**src/rtl/fifo_pkg.sv**
```systemverilog
// Shared constants and helpers for the single-clock FIFO family: default sizes,
// pointer/count width derivation and parameter legality.
package fifo_pkg;

  localparam int DEFAULT_DATA_W = 32;
  localparam int DEFAULT_DEPTH  = 16;

  function automatic int addr_w(input int depth);
    return (depth > 1) ? $clog2(depth) : 1;
  endfunction

  // One extra bit so that a completely full FIFO (count == DEPTH) is representable.
  function automatic int cnt_w(input int depth);
    return addr_w(depth) + 1;
  endfunction

  function automatic bit params_legal(input int data_w, input int depth,
                                      input int af_thresh, input int ae_thresh);
    bit ok;
    ok = 1'b1;
    if (data_w < 1)                       ok = 1'b0;
    if (depth < 2)                        ok = 1'b0;
    if ((depth & (depth - 1)) != 0)       ok = 1'b0;
    if (af_thresh < 1 || af_thresh > depth)      ok = 1'b0;
    if (ae_thresh < 0 || ae_thresh > depth - 1)  ok = 1'b0;
    return ok;
  endfunction

endpackage

```
**src/rtl/sync_fifo_ctl_if.sv**
```systemverilog
// Push/pop/status bundle of sync_fifo_ctl; slave is the FIFO, master the
// producer/consumer side.
interface sync_fifo_ctl_if
  import fifo_pkg::*;
#(
  parameter int DATA_W = DEFAULT_DATA_W,
  parameter int DEPTH  = DEFAULT_DEPTH
);
  logic                      push;
  logic [DATA_W-1:0]         data_in;
  logic                      pop;
  logic [DATA_W-1:0]         data_out;
  logic                      empty;
  logic                      full;
  logic                      almost_full;
  logic                      almost_empty;
  logic [cnt_w(DEPTH)-1:0]   count;
  logic                      overflow;
  logic                      underflow;

  modport master (
    output push, data_in, pop,
    input  data_out, empty, full, almost_full, almost_empty, count, overflow, underflow
  );

  modport slave (
    input  push, data_in, pop,
    output data_out, empty, full, almost_full, almost_empty, count, overflow, underflow
  );
endinterface

```
**src/rtl/fifo_ram.sv**
```systemverilog
// DEPTH x DATA_W register array: synchronous write, asynchronous read.
// Contents are deliberately not reset.
module fifo_ram
  import fifo_pkg::*;
#(
  parameter int DATA_W = DEFAULT_DATA_W,
  parameter int DEPTH  = DEFAULT_DEPTH,
  parameter int ADDR_W = addr_w(DEPTH)
) (
  input  logic              clk,
  input  logic              we,
  input  logic [ADDR_W-1:0] waddr,
  input  logic [DATA_W-1:0] wdata,
  input  logic [ADDR_W-1:0] raddr,
  output logic [DATA_W-1:0] rdata
);
  logic [DATA_W-1:0] mem_r [DEPTH];

  // write port
  always_ff @(posedge clk) begin
    if (we) begin
      mem_r[waddr] <= wdata;
    end
  end

  assign rdata = mem_r[raddr];
endmodule

```
**src/rtl/sync_fifo_ctl.sv**
```systemverilog
// Single-clock FIFO controller: pointers, occupancy count, threshold flags and
// overflow/underflow pulses. Define SYNC_FIFO_CTL_FWFT_EN for first-word-fall-through reads.
module sync_fifo_ctl
  import fifo_pkg::*;
#(
  parameter int DATA_W    = DEFAULT_DATA_W,
  parameter int DEPTH     = DEFAULT_DEPTH,
  parameter int AF_THRESH = DEPTH - 2,
  parameter int AE_THRESH = 2
) (
  input  logic           clk,
  input  logic           rst,
  sync_fifo_ctl_if.slave bus
);
  localparam int ADDR_W = addr_w(DEPTH);
  localparam int CNT_W  = cnt_w(DEPTH);
  localparam logic [CNT_W-1:0] FULL_LVL = CNT_W'(DEPTH);
  localparam logic [CNT_W-1:0] AF_LVL   = CNT_W'(AF_THRESH);
  localparam logic [CNT_W-1:0] AE_LVL   = CNT_W'(AE_THRESH);

  if (!params_legal(DATA_W, DEPTH, AF_THRESH, AE_THRESH)) begin : g_bad_params
    $error("sync_fifo_ctl: illegal parameters DATA_W=%0d DEPTH=%0d AF_THRESH=%0d AE_THRESH=%0d",
           DATA_W, DEPTH, AF_THRESH, AE_THRESH);
  end

  logic [ADDR_W-1:0] wr_ptr_r;
  logic [ADDR_W-1:0] rd_ptr_r;
  logic [CNT_W-1:0]  count_r;
  logic [CNT_W-1:0]  count_nxt_s;
  logic              overflow_r;
  logic              underflow_r;
  logic              push_ok_s;
  logic              pop_ok_s;
  logic              empty_s;
  logic              full_s;
  logic              almost_full_s;
  logic              almost_empty_s;
  logic [DATA_W-1:0] rd_data_s;
  logic [DATA_W-1:0] data_out_s;

  fifo_ram #(
    .DATA_W (DATA_W),
    .DEPTH  (DEPTH),
    .ADDR_W (ADDR_W)
  ) u_ram (
    .clk   (clk),
    .we    (push_ok_s),
    .waddr (wr_ptr_r),
    .wdata (bus.data_in),
    .raddr (rd_ptr_r),
    .rdata (rd_data_s)
  );

  // flag decode from the registered count only
  always_comb begin
    empty_s        = (count_r == {CNT_W{1'b0}});
    full_s         = (count_r == FULL_LVL);
    almost_full_s  = (count_r >= AF_LVL);
    almost_empty_s = (count_r <= AE_LVL);
  end

  // request acceptance and next occupancy
  always_comb begin
    push_ok_s = bus.push && !full_s;
    pop_ok_s  = bus.pop  && !empty_s;
    case ({push_ok_s, pop_ok_s})
      2'b10:   count_nxt_s = count_r + CNT_W'(1);
      2'b01:   count_nxt_s = count_r - CNT_W'(1);
      default: count_nxt_s = count_r;
    endcase
  end

  // pointers, count and error pulses
  always_ff @(posedge clk or posedge rst) begin
    if (rst) begin
      wr_ptr_r    <= {ADDR_W{1'b0}};
      rd_ptr_r    <= {ADDR_W{1'b0}};
      count_r     <= {CNT_W{1'b0}};
      overflow_r  <= 1'b0;
      underflow_r <= 1'b0;
    end else begin
      if (push_ok_s) begin
        wr_ptr_r <= wr_ptr_r + ADDR_W'(1);
      end
      if (pop_ok_s) begin
        rd_ptr_r <= rd_ptr_r + ADDR_W'(1);
      end
      count_r     <= count_nxt_s;
      overflow_r  <= bus.push && full_s;
      underflow_r <= bus.pop  && empty_s;
    end
  end

`ifdef SYNC_FIFO_CTL_FWFT_EN
  // head word is presented while the FIFO holds data
  always_comb begin
    if (empty_s) begin
      data_out_s = {DATA_W{1'b0}};
    end else begin
      data_out_s = rd_data_s;
    end
  end
`else
  logic [DATA_W-1:0] data_r;

  // registered read: capture the head word on an accepted pop, hold otherwise
  always_ff @(posedge clk or posedge rst) begin
    if (rst) begin
      data_r <= {DATA_W{1'b0}};
    end else if (pop_ok_s) begin
      data_r <= rd_data_s;
    end
  end

  assign data_out_s = data_r;
`endif

  assign bus.data_out     = data_out_s;
  assign bus.empty        = empty_s;
  assign bus.full         = full_s;
  assign bus.almost_full  = almost_full_s;
  assign bus.almost_empty = almost_empty_s;
  assign bus.count        = count_r;
  assign bus.overflow     = overflow_r;
  assign bus.underflow    = underflow_r;
endmodule

```
**src/flat_wrapper.sv**
```systemverilog
// flat-port wrapper written by rule: the top's interface ports become plain ports
module sync_fifo_ctl_flat import fifo_pkg::*;
#(
  parameter int DATA_W    = DEFAULT_DATA_W,
  parameter int DEPTH     = DEFAULT_DEPTH,
  parameter int AF_THRESH = DEPTH - 2,
  parameter int AE_THRESH = 2
)
  (clk, rst, bus_push, bus_data_in, bus_pop, bus_data_out, bus_empty, bus_full, bus_almost_full, bus_almost_empty, bus_count, bus_overflow, bus_underflow);
  sync_fifo_ctl_if #(.DATA_W(DATA_W), .DEPTH(DEPTH)) bus_i ();
  input  logic clk;
  input  logic rst;
  input wire logic [$bits(bus_i.push)-1:0] bus_push;
  input wire logic [$bits(bus_i.data_in)-1:0] bus_data_in;
  input wire logic [$bits(bus_i.pop)-1:0] bus_pop;
  output wire logic [$bits(bus_i.data_out)-1:0] bus_data_out;
  output wire logic [$bits(bus_i.empty)-1:0] bus_empty;
  output wire logic [$bits(bus_i.full)-1:0] bus_full;
  output wire logic [$bits(bus_i.almost_full)-1:0] bus_almost_full;
  output wire logic [$bits(bus_i.almost_empty)-1:0] bus_almost_empty;
  output wire logic [$bits(bus_i.count)-1:0] bus_count;
  output wire logic [$bits(bus_i.overflow)-1:0] bus_overflow;
  output wire logic [$bits(bus_i.underflow)-1:0] bus_underflow;
  assign bus_i.push = bus_push;
  assign bus_i.data_in = bus_data_in;
  assign bus_i.pop = bus_pop;
  assign bus_data_out = bus_i.data_out;
  assign bus_empty = bus_i.empty;
  assign bus_full = bus_i.full;
  assign bus_almost_full = bus_i.almost_full;
  assign bus_almost_empty = bus_i.almost_empty;
  assign bus_count = bus_i.count;
  assign bus_overflow = bus_i.overflow;
  assign bus_underflow = bus_i.underflow;
  sync_fifo_ctl #(.DATA_W(DATA_W), .DEPTH(DEPTH), .AF_THRESH(AF_THRESH), .AE_THRESH(AE_THRESH)) u_core (.clk(clk), .rst(rst), .bus(bus_i));
endmodule
```
**config.mk**
```make
export PLATFORM = sky130hd
export DESIGN_NAME = sync_fifo_ctl_flat
export DESIGN_NICKNAME = d
export VERILOG_FILES = /design/src/rtl/fifo_pkg.sv /design/src/rtl/sync_fifo_ctl_if.sv /design/src/rtl/fifo_ram.sv /design/src/rtl/sync_fifo_ctl.sv /design/src/flat_wrapper.sv
export SDC_FILE = /design/constraint.sdc
export NUM_CORES = 1
export LEC_CHECK = 0
export CAP_MARGIN = 20
export CORE_AREA = 8 8 166 285
export CTS_CLUSTER_DIAMETER = 50
export DETAILED_ROUTE_END_ITERATION = 7
export DIE_AREA = 0 0 174 293
export PLACE_DENSITY = 0.64
export SLEW_MARGIN = 20
export SYNTH_ARGS = -nofsm -noshare
export SYNTH_HDL_FRONTEND = slang
export SYNTH_SLANG_ARGS = --single-unit
```
**constraint.sdc**
```tcl
create_clock -name clk -period 8.9 [get_ports clk]
set_input_delay 1.78 -clock clk [delete_from_list [all_inputs] [get_ports clk]]
set_output_delay 1.78 -clock clk [all_outputs]
set_load 0.02 [all_outputs]
```
==> Word level (Yosys, flattened, before mapping) <==
Memories as Yosys holds them, arrays and structs flattened. A register that Yosys moved wholly into a read port is not among the register bits.
Cells that the tools add are included.
Widths: inputs -> output; s select.
{ "word_totals": {"ff_bits": 15, "ramBits": 512, "input_bits": 36, "out_inout_bits": 43, "n_memories": 1} }
{ "op_classes": {"addsub": 4, "order_cmp": 2, "n_eq_ne": 3, "mux": 3, "n_reduce_logical": 8} }
{ "mem_list": {"columns": ["name", "depth", "width", "read_ports", "rd_clocked_by_memory_dff", "wr", "line_no", "source"], "rows": [
  ["u_core.u_ram.mem_r", 16, 32, 1, 1, 1, "fifo_ram.sv:17", "logic [DATA_W-1:0] mem_r [DEPTH];"]
]} }
{ "ops": {"columns": ["op", "n"], "rows": [
  ["$pmux 5 s2", 1],
  ["$add 4x1->4 const B", 2],
  ["$add 5x1->5 const B", 1],
  ["$eq 5x5->1 const B", 1],
  ["$ge 5x4->1 const B", 1],
  ["$le 5x2->1 const B", 1],
  ["$logic_not 5->1", 1],
  ["$sub 5x1->5 const B", 1],
  ["$logic_and 1x1->1", 4],
  ["$eq 2x1->1 const B", 1],
  ["$eq 2x2->1 const B", 1],
  ["$logic_not 1->1", 2],
  ["$mux 1", 2],
  ["$reduce_bool 2->1", 1]
]} }

==> Logic depth before layout (Yosys ltp) <==
Gate-level depths: netlist (run 1).
{ "logic_depth": {"word_depth": 5, "ltp_mapped": 12, "depth_no_buf": 10} }

==> By module <==
A second synthesis (run 1) with hierarchy kept.
{ "hier_totals": {"hier_cells": 944, "hier_area_um2": 21361.7} }
{ "by_module_without_submodules": {"columns": ["module", "instances", "cells_each", "area_each_um2", "seq_area_each_um2"], "rows": [
  ["fifo_ram", 1, 806, 19213.4, 15374.7],
  ["sync_fifo_ctl", 1, 138, 2148.3, 1176.1]
]} }

==> Least setup slack after synthesis (run 1) <==
OpenSTA, ideal clock, no wires.
{ "synth_timing": {"path_kind": "input port to flip-flop", "startpoint": "in bus_push", "endpoint": "mem u_core.u_ram.mem_r[3][0] (netlist name), enable pin", "setup_ps": 461, "t_arrival_ps": 4656, "required_time_ps": 8439, "path_slack_ps": 3783, "cell_stages": 3, "n_path_buf": 0, "path_cell_list": "a21boi_1 nand2_1 nor3_1"} }
{ "synth_via": {"elab_chain_cells": 3} }
{ "synth_rtl": {"columns": ["item", "line_no", "source"], "rows": [
  ["from (decl)", "flat_wrapper.sv:13", "input wire logic [$bits(bus_i.push)-1:0] bus_push;"],
  ["$logic_and 1x1->1", "sync_fifo_ctl.sv:64", "push_ok_s = bus.push && !full_s;"],
  ["$mux 1", "fifo_ram.sv:21", "if (we) begin"],
  ["$mux 1 (not written as such)", "fifo_ram.sv:22", "mem_r[waddr] <= wdata;"],
  ["to (decl)", "fifo_ram.sv:17", null]
]} }
No other way between the ends.

==> Final worst setup path (run 1) <==
{ "layout_timing": {"startpoint": "in bus_pop", "endpoint": "reg u_core.count_r[4], in the netlist u_core.bus.count[4]"} }
{ "layout_via": {"elab_chain_cells": 3, "word_cells_on_any_way": 5, "classes_between": "eq/ne (2); mux (1); reduce/logical (2)"} }
{ "layout_rtl": {"columns": ["item", "line_no", "source"], "rows": [
  ["from (decl)", "flat_wrapper.sv:15", "input wire logic [$bits(bus_i.pop)-1:0] bus_pop;"],
  ["$logic_and 1x1->1 *", "sync_fifo_ctl.sv:65", "pop_ok_s = bus.pop && !empty_s;"],
  ["$eq 2x1->1 or $eq 2x2->1 (tied branches)", "sync_fifo_ctl.sv:66", "case ({push_ok_s, pop_ok_s})"],
  ["$pmux 5 s2 or $reduce_bool 2->1 (tied branches)", null, null],
  ["to (signal assigned)", "sync_fifo_ctl.sv:78", "count_r <= {CNT_W{1'b0}};"],
  ["to (signal assigned)", "sync_fifo_ctl.sv:88", "count_r <= count_nxt_s;"],
  ["to (decl)", "sync_fifo_ctl.sv:28", "logic [CNT_W-1:0] count_r;"]
]} }
Mark *: on every way between the ends. The rest lies on a longest branch, timed or not.
A chain may end at the register's enable or synchronous reset.

==> results of run 1 <==
==> per-layer routing <==
metal / up-vias / GRT usage, % / share of wire (%)
li1: 4237 / - / -
met1: 5332 / 21.7 / 39
met2: 248 / 32.9 / 55
met3: 79 / 2.57 / 3.9
met4: 0 / 5.67 / 2.6
met5: - / 0 / 0
==> power by group <==
part / switching [W] / internal (W)
combinational: 0.00107 / 0.00100
clock: 0.000910 / 0.00116
sequential: 0.000256 / 0.00321
total: 0.00223 / 0.00538
==> registers in the layout, summed over array words and instances (netlist names) <==
name / cells
u_core.bus.count: 5
u_core.rd_ptr_r: 4
u_core.bus.data_out: 32
u_core.bus.overflow: 1
u_core.wr_ptr_r: 4
u_core.bus.underflow: 1
u_core.u_ram.mem_r: 512
==> worst reg2reg max path, delay by kind of cell (launching register included) <==
family | cells | cell delay [ps]
DFF | 1 | 500
xor gates and xnor gates | 2 | 350
buffers and inverters | 2 | 350
adders and majority gates | 2 | 660
AOI/OAI and AO/OA | 2 | 1140
and+or+nand+nor | 3 | 1090
==> cell usage after synthesis (all sizes together), types with 4 or more instances <==
master	number	share of area, %
nor3	4	0.094
mux2	19	1.0
inv	7	0.12
dfrtp	47	5.5
mux4	128	14
xnor2	8	0.33
clkbuf	14	0.25
edfxtp	512	72
o21ai	4	0.15
mux2i	28	1.3
nand2b	6	0.21
a21oi	20	0.47
nor2	15	0.26
ha	9	0.53
o221ai	14	0.58
o22ai	36	1.1
buf	40	1.0
nand2	27	0.48
==> stage by stage <==
stage | instances | utilization (%) | power [W] | hold slack [ps] | area, um2
2_1_floorplan | 965 | - | 0.00490 | 543 | 21300
3_3_place_gp | 1582 | 52.9 | 0.00562 | 513 | 22900
3_5_place_dp | 1582 | 52.9 | 0.00565 | 512 | 22900
4_1_cts | 1673 | 56.6 | 0.00771 | 528 | 24500
5_1_grt | 1673 | 56.6 | 0.00793 | 544 | 24500
6_report | 1673 | 56.6 | 0.00761 | 530 | 24500
==> final timing paths <==
kind                                                end  slack (ps)  cells past startpoint
worst max-delay path                u_core.bus.count[4]        4250                     11
worst min-delay path             u_core.bus.data_out[9]         530                      2
worst max register to register      u_core.bus.count[4]        4680                     11
worst min register to register   u_core.bus.data_out[9]         530                      2
max in group asynchronous            u_core.rd_ptr_r[3]        6490                      3
min in group asynchronous       u_core.bus.data_out[20]        1780                      3
==> cell type report <==
class                      count  area share [%]
clock buffer                  68            5.89
sequential                   559            67.7
clock inverter                23           0.568
inverter                       7           0.107
timing repair buffer         105            4.02
tap                          566            2.90
multi-input combinational    345            18.8
==> kinds of logic after synthesis <==
family | share of synthesized area (%)
xor gates and xnor gates | 0.411
and+or+nand+nor | 1.60
DFF | 77.6
buffers and inverters | 1.40
AOI/OAI and AO/OA | 2.62
adders and majority gates | 0.528
muxes | 15.8
==> flow_summary_export.csv, run 1 <==
group,metric,value,unit
grt,antenna_found_initial,0,
detailed_routing,avgRoutedWirePerCell,27.2,um
timing,post-route-min-period,4650,ps
power,power_density,311,mW/mm2
final_layout,syn_to_final_growth,14.7,%
synthesis,synth-seq-cells,559,
grt,grt_pass1_wl,69100,um
clock_network,clk-insertion-delay-late,560,ps
flow_run,maxCapViolCount,0,
die,dieArea,0.0510,mm2
detailed_routing,ant_nets,0,
timing,fin_crit_sh,52.3,%
timing,slew_headroom,37.1,%
final_layout,most-common-layout-cells,"512 x edfxtp_1, 128 x mux4_2, 78 x clkdlybuf4s50_1",
power,leakagePower,7.81,nW
grt,grt_max_degree,54,
final_layout,diodes,0,
die,ios,79,
die,die_h,293,um
setup_path,worstPathRequired,9330,ps
timing,max_freq,215,MHz
final_layout,multiInputGateArea,0.00460,mm2
die,die_x,174,um
hold_path,min_path_type,"flip-flop to flip-flop",
setup_path,worst_path_max_delay_cell,"clkdlybuf4s50_1",
synthesis,synth_nets,1010,
setup_path,cp_data_arrival_time,5090,ps
final_layout,seqCellArea,0.0166,mm2
detailed_routing,post-route-drc-count,0,
setup_path,crit_chain,"clkdlybuf4s50_1 > o21ai_4 > inv_2 > buf_4 > ha_1 > xor2_1 > ha_1 > or3_1 > a2111oi_0 > nor4_1 > xnor2_1",
timing,slew_viol_final,0,
setup_path,startpoint_type,"input pin",
timing,fin_ws,4250,ps
timing,grt_setup_unrepaired,"false",
detailed_routing,first_pass_iters,5,
final_layout,nets,1112,
detailed_routing,drt_wl_total,45500,um
timing,tightest_slew,943,ps
clock_network,cts_resized,0,
timing,final_hold_viol_count,0,
setup_path,crit_fanout,42,
clock_network,clkTransAtPathRegs,60,ps
die,start_util,49.3,%
clock_network,cts_hold_buf,0,
clock_network,h-tree-depth,2,
setup_path,crit_path_max_incr_delay,580,ps
setup_path,crit_path_frequent_cell,"ha_1",
timing,finalSetupViolCount,0,
synthesis,avgSynthCellArea,22.1,um2
synthesis,synth-async-reset-ratio,8.41,%
final_layout,drive_above_1_share,24.8,%
run_status,outcome,"finished clean",
clock_network,cts_tree,"built",
setup_path,critPathCaptureType,"flip-flop",
synthesis,ys_seq_area_share,77.6,%
clock_network,cts_buffer_depth,3,
grt,overflow,0,
place,io_buffer_count,78,
grt,first_global_vias,10800,
synthesis,synthFlopType,"edfxtp_1",
place,dp_slack,3690,ps
place,gp_congestion,0.747,
synthesis,ys_types,45,
die,row_count,101,
detailed_routing,num_vias,9896,
synthesis,synth_cells,965,
timing,fin_setup_tns,0,ps
final_layout,final_common_cell,"edfxtp_1",
clock_network,cts_inserted_buffers,49,
die,core-area,0.0432,mm2
synthesis,syn_area,0.0213,mm2
timing,finClkSkew,14.7,ps
power,ir_drop,158,uV
clock_network,cts_root_buffer,"clkbuf_16",
final_layout,nFillCells,3200,
setup_path,worstReg2RegStart,"u_core.bus.count[2]",
synthesis,yosys_warnings,0,
synthesis,synth_edf_count,512,
grt,grt.total_usage,18.0,%
setup_path,cp-startpoint,"bus_pop",
clock_network,cts_setup_buffers,0,
setup_path,crit_family,"buffers and inverters",
clock_network,clock_sinks,559,
detailed_routing,avgViaCountPerCell,5.92,
detailed_routing,dr.first_iter.drc_count,649,
hold_path,min-delay-start,"u_core.bus.data_out[9]",
setup_path,worstSetupPathType,"input pin to flip-flop",
setup_path,worst-path-buf-inv,3,
place,dpl.hpwl,26800,um
Power figures use the tool's default switching activity.
==> run 2: changes to the inputs <==
PLACE_DENSITY = 0.66   (was 0.64)
clock period = 4 ns   (was 8.9 ns; I/O delays follow)
==> flow_summary_export.csv, run 2 (synthesis gave the netlist of run 1 again) <==
group,metric,value,unit
power,pwr-share-seq,45.5,%
run_status,outcome,"finished clean",
timing,fin_ws,735,ps
clock_network,cts_inserted_buffers,49,
final_layout,drive_above_1_share,26.1,%
clock_network,cts_tree,"built",
final_layout,fin_util,57.1,%
setup_path,r2r-end,"u_core.bus.count[4]",
place,placed_cell_area,0.0231,mm2
detailed_routing,avgViaCountPerCell,5.89,
setup_path,critPathCaptureType,"flip-flop",
die,die_x,174,um
setup_path,crit_path_max_incr_delay,610,ps
timing,finalSetupViolCount,0,
timing,grt_setup_unrepaired,"false",
final_layout,final_area,0.0247,mm2
timing,finClkSkew,16.2,ps
place,dpl.hpwl,27100,um
timing,post-route-min-period,3270,ps
setup_path,reg2regPathDepth,10,
die,ios,79,
power,p_comb_share,27.5,%
place,io_buffer_count,78,
setup_path,crit_path_frequent_cell,"ha_1",
place,gp_congestion,0.739,
hold_path,hold_depth,2,
clock_network,cts_resized,0,
power,intPower,0.0120,W
die,dieArea,0.0510,mm2
final_layout,largest_reg_flops,512,
setup_path,cp_data_arrival_time,3690,ps
grt,grt_pass1_wl,68600,um
setup_path,startpoint_type,"flip-flop",
timing,tightest_slew,1040,ps
grt,grt.total_usage,17.9,%
timing,final_hold_viol_count,0,
setup_path,worstReg2RegStart,"u_core.bus.count[2]",
power,leakagePower,7.92,nW
timing,slew_headroom,30.8,%
hold_path,min_path_type,"flip-flop to flip-flop",
timing,fin_setup_tns,0,ps
final_layout,top_register,"u_core.u_ram.mem_r",
setup_path,r2r_slack,730,ps
clock_network,clkTransAtPathRegs,70,ps
clock_network,cts_buffer_depth,3,
grt,grt_max_degree,59,
clock_network,cts_setup_buffers,0,
final_layout,syn_to_final_growth,15.8,%
detailed_routing,num_vias,9929,
clock_network,cts_hold_buf,0,
setup_path,endpoint,"u_core.bus.count[4]",
power,power.share.clock,27.1,%
grt,first_global_vias,11000,
detailed_routing,avgRoutedWirePerCell,26.8,um
timing,slew_viol_final,0,
final_layout,stdcell_count,1686,
setup_path,worst-path-buf-inv,1,
die,row_count,101,
detailed_routing,first_pass_iters,6,
final_layout,final_common_cell,"edfxtp_1",
grt,overflow,0,
setup_path,worstPathRequired,4430,ps
setup_path,worst_path_max_delay_cell,"or4_4",
final_layout,nets,1127,
place,placed_cells,1597,
power,switchingPower,0.00501,W
grt,antenna_found_initial,0,
timing,fin_crit_sh,81.6,%
flow_run,maxCapViolCount,0,
setup_path,crit_family,"simple AND/OR/NAND/NOR gates",
clock_network,clk-insertion-delay-late,560,ps
place,dp_slack,456,ps
final_layout,diodes,0,
setup_path,cp-startpoint,"u_core.bus.count[2]",
hold_path,min-delay-start,"u_core.bus.data_out[1]",
clock_network,h-tree-depth,2,
timing,max_freq,306,MHz
die,die_h,293,um
setup_path,worstSetupPathType,"flip-flop to flip-flop",
clock_network,cts_root_buffer,"clkbuf_16",
die,core-area,0.0432,mm2
detailed_routing,dr.first_iter.drc_count,538,
setup_path,critical_path_cell_count,10,
setup_path,crit_fanout,12,
detailed_routing,ant_nets,0,
clock_network,clock_sinks,559,
power,ir_drop,452,uV
detailed_routing,post-route-drc-count,0,
power,p_sw_share,29.4,%
setup_path,crit_chain,"or4_4 > o21ai_4 > inv_2 > ha_1 > xor2_1 > ha_1 > or3_1 > a2111oi_0 > nor4_1 > xnor2_1",
detailed_routing,drt_wl_total,45200,um
die,start_util,49.3,%
final_layout,most-common-layout-cells,"512 x edfxtp_1, 128 x mux4_2, 78 x clkdlybuf4s50_1",
power,power_density,691,mW/mm2
[run 2: final cells by class]
class | count | area [um2]
Timing Repair Buffer | 120 | 1220
Sequential cell | 559 | 16600
Fill cell | 3201 | 18500
Inverter | 7 | 26.3
Clock inverter | 23 | 223
Multi-Input combinational cell | 345 | 4620
Tap cell | 566 | 708
Clock buffer | 66 | 1340
[run 2: metrics by stage]
step	hold slack, ps	total power, W
after floorplan	543	0.0109
after global placement	499	0.0126
after detailed placement	498	0.0127
after CTS	515	0.0173
after global routing	528	0.0178
final	513	0.0171
[run 2: per-layer routing]
layer	global-route usage [%]	up-vias	wire length (um)
met5	0	-	0
met4	6.36	0	1390
met3	2.88	87	2030
met2	33.2	255	24800
met1	20.6	5309	17000
li1	-	4278	-
[run 2: worst min path at each step]
stage / slack [ps] / endpoint
2_1_floorplan: 540 / u_core.rd_ptr_r[0]
3_3_place_gp: 500 / u_core.bus.data_out[1]
3_5_place_dp: 500 / u_core.bus.data_out[0]
4_1_cts: 510 / u_core.bus.data_out[1]
5_1_grt: 530 / u_core.bus.data_out[1]
6_report: 510 / u_core.bus.data_out[1]
[run 2: power by group through the flow]
stage	Clock, W	Combinational (W)	Sequential [W]
after detailed placement	0	0.00480	0.00790
after CTS	0.00471	0.00482	0.00778
after global routing	0.00490	0.00504	0.00785
after floorplan	0	0.00322	0.00769
final	0.00462	0.00468	0.00776
after global placement	0	0.00474	0.00787
[run 2: tightest hold or removal path, cell delays in order (launching register included)]
cell and delay (ps):
dfrtp_1 360, nand2_1 60, o221ai_1 60
==> run 3: changes to the inputs <==
PLACE_DENSITY = 0.64   (was 0.66)
clock period = 3.17 ns   (was 4 ns; I/O delays follow)
==> flow_summary_export.csv, run 3 (synthesis gave the netlist of run 1 again) <==
group,metric,value,unit
run_status,outcome,"finished clean",
power,power_density,874,mW/mm2
power,pwr-share-seq,44.3,%
final_layout,nets,1144,
clock_network,clkTransAtPathRegs,70,ps
die,die_x,174,um
power,leakagePower,8.00,nW
grt,grt.total_usage,18.0,%
final_layout,fin_util,57.6,%
setup_path,worstSetupPathType,"flip-flop to output port",
detailed_routing,post-route-drc-count,0,
power,power.share.clock,26.9,%
detailed_routing,avgRoutedWirePerCell,26.5,um
clock_network,cts_setup_buffers,0,
clock_network,cts_root_buffer,"clkbuf_16",
clock_network,cts_inserted_buffers,48,
timing,finalSetupViolCount,0,
setup_path,crit_fanout,3,
grt,first_global_vias,11000,
grt,overflow,0,
hold_path,min_path_type,"input pin to async pin",
final_layout,most-common-layout-cells,"512 x edfxtp_1, 128 x mux4_2, 78 x clkdlybuf4s50_1",
detailed_routing,ant_nets,0,
timing,finClkSkew,22.2,ps
die,die_h,293,um
setup_path,worstPathRequired,2540,ps
die,start_util,49.3,%
setup_path,startpoint_type,"flip-flop",
timing,post-route-min-period,2930,ps
timing,grt_setup_unrepaired,"false",
power,intPower,0.0154,W
timing,slew_headroom,26.3,%
final_layout,drive_above_1_share,27.4,%
die,core-area,0.0432,mm2
flow_run,maxCapViolCount,0,
place,dpl.hpwl,27200,um
final_layout,largest_reg_flops,512,
die,dieArea,0.0510,mm2
power,p_total,0.0218,W
clock_network,clk-insertion-delay-late,560,ps
die,row_count,101,
timing,tightest_slew,1110,ps
power,switchingPower,0.00633,W
timing,max_freq,341,MHz
final_layout,diodes,0,
timing,hold-worst-slack,486,ps
clock_network,h-tree-depth,2,
setup_path,reg2regPathDepth,10,
final_layout,final_common_cell,"edfxtp_1",
clock_network,cts_buffer_depth,3,
timing,final_hold_viol_count,0,
timing,fin_crit_sh,92.4,%
clock_network,cts_tree,"built",
detailed_routing,dr.first_iter.drc_count,617,
setup_path,cp_data_arrival_time,2300,ps
clock_network,cts_hold_buf,0,
final_layout,syn_to_final_growth,16.8,%
setup_path,critPathCaptureType,"output port",
power,ir_drop,459,uV
timing,slew_viol_final,0,
power,p_comb_share,28.8,%
detailed_routing,num_vias,9944,
place,placed_cell_area,0.0233,mm2
setup_path,worstReg2RegStart,"u_core.bus.count[1]",
clock_network,cts_resized,0,
setup_path,r2r_slack,260,ps
detailed_routing,first_pass_iters,5,
grt,antenna_found_initial,0,
detailed_routing,drt_wl_total,45100,um
die,ios,79,
place,gp_congestion,0.721,
detailed_routing,avgViaCountPerCell,5.84,
final_layout,top_register,"u_core.u_ram.mem_r",
grt,grt_max_degree,43,
clock_network,clock_sinks,559,
power,p_sw_share,29.1,%
place,io_buffer_count,78,
setup_path,r2r-end,"u_core.bus.count[4]",
final_layout,final_area,0.0249,mm2
grt,grt_pass1_wl,68600,um
-- run 3: stage by stage --
| stage | setup TNS, ps | setup slack [ps] | instances |
|---|---|---|---|
| floorplan | -11500 | -68.2 | 965 |
| global placement | 0 | 118 | 1615 |
| detailed placement | 0 | 106 | 1615 |
| CTS | 0 | 202 | 1703 |
| global route | 0 | 38.4 | 1703 |
| finish | 0 | 241 | 1703 |
-- run 3: critical path, cell delays in order, from the launching register on --
cell             delay [ps]
dfrtp_2                 400
or4_4                   580
nor2_1                  140
clkdlybuf4s50_1         620
-- run 3: layout make-up --
cell class	instances	area, um2
clock buffer	66	1350
multi-input combinational	345	4630
fill	3224	18300
clock inverter	22	218
timing repair buffer	138	1420
inverter	7	26.3
tap	566	708
sequential	559	16600
-- run 3: worst max-delay path by stage --
stage	endpoint	cells past startpoint	startpoint
6_report	bus_empty	3	u_core.bus.count[1]
5_1_grt	u_core.bus.count[4]	11	u_core.bus.count[0]
4_1_cts	bus_empty	3	u_core.bus.count[1]
3_5_place_dp	u_core.bus.count[4]	10	bus_push
3_3_place_gp	u_core.bus.count[4]	10	bus_push
2_1_floorplan	u_core.u_ram.mem_r[15][0]	5	u_core.bus.count[2]
-- run 3: layer usage --
metal	vias to the layer above	track usage (%)	wire length, um
met5	-	0	0
met4	0	6.11	1250
met3	75	2.17	1800
met2	245	33.3	25000
met1	5324	21.2	17100
li1	4300	-	-
-- run 3: power groups by stage --
stage / logic (W) / clock network, W / registers (W)
after floorplan: 0.00407 / 0 / 0.00971
after global placement: 0.00637 / 0 / 0.00980
after detailed placement: 0.00643 / 0 / 0.00982
after CTS: 0.00644 / 0.00599 / 0.00967
after global routing: 0.00676 / 0.00620 / 0.00975
final: 0.00628 / 0.00586 / 0.00965
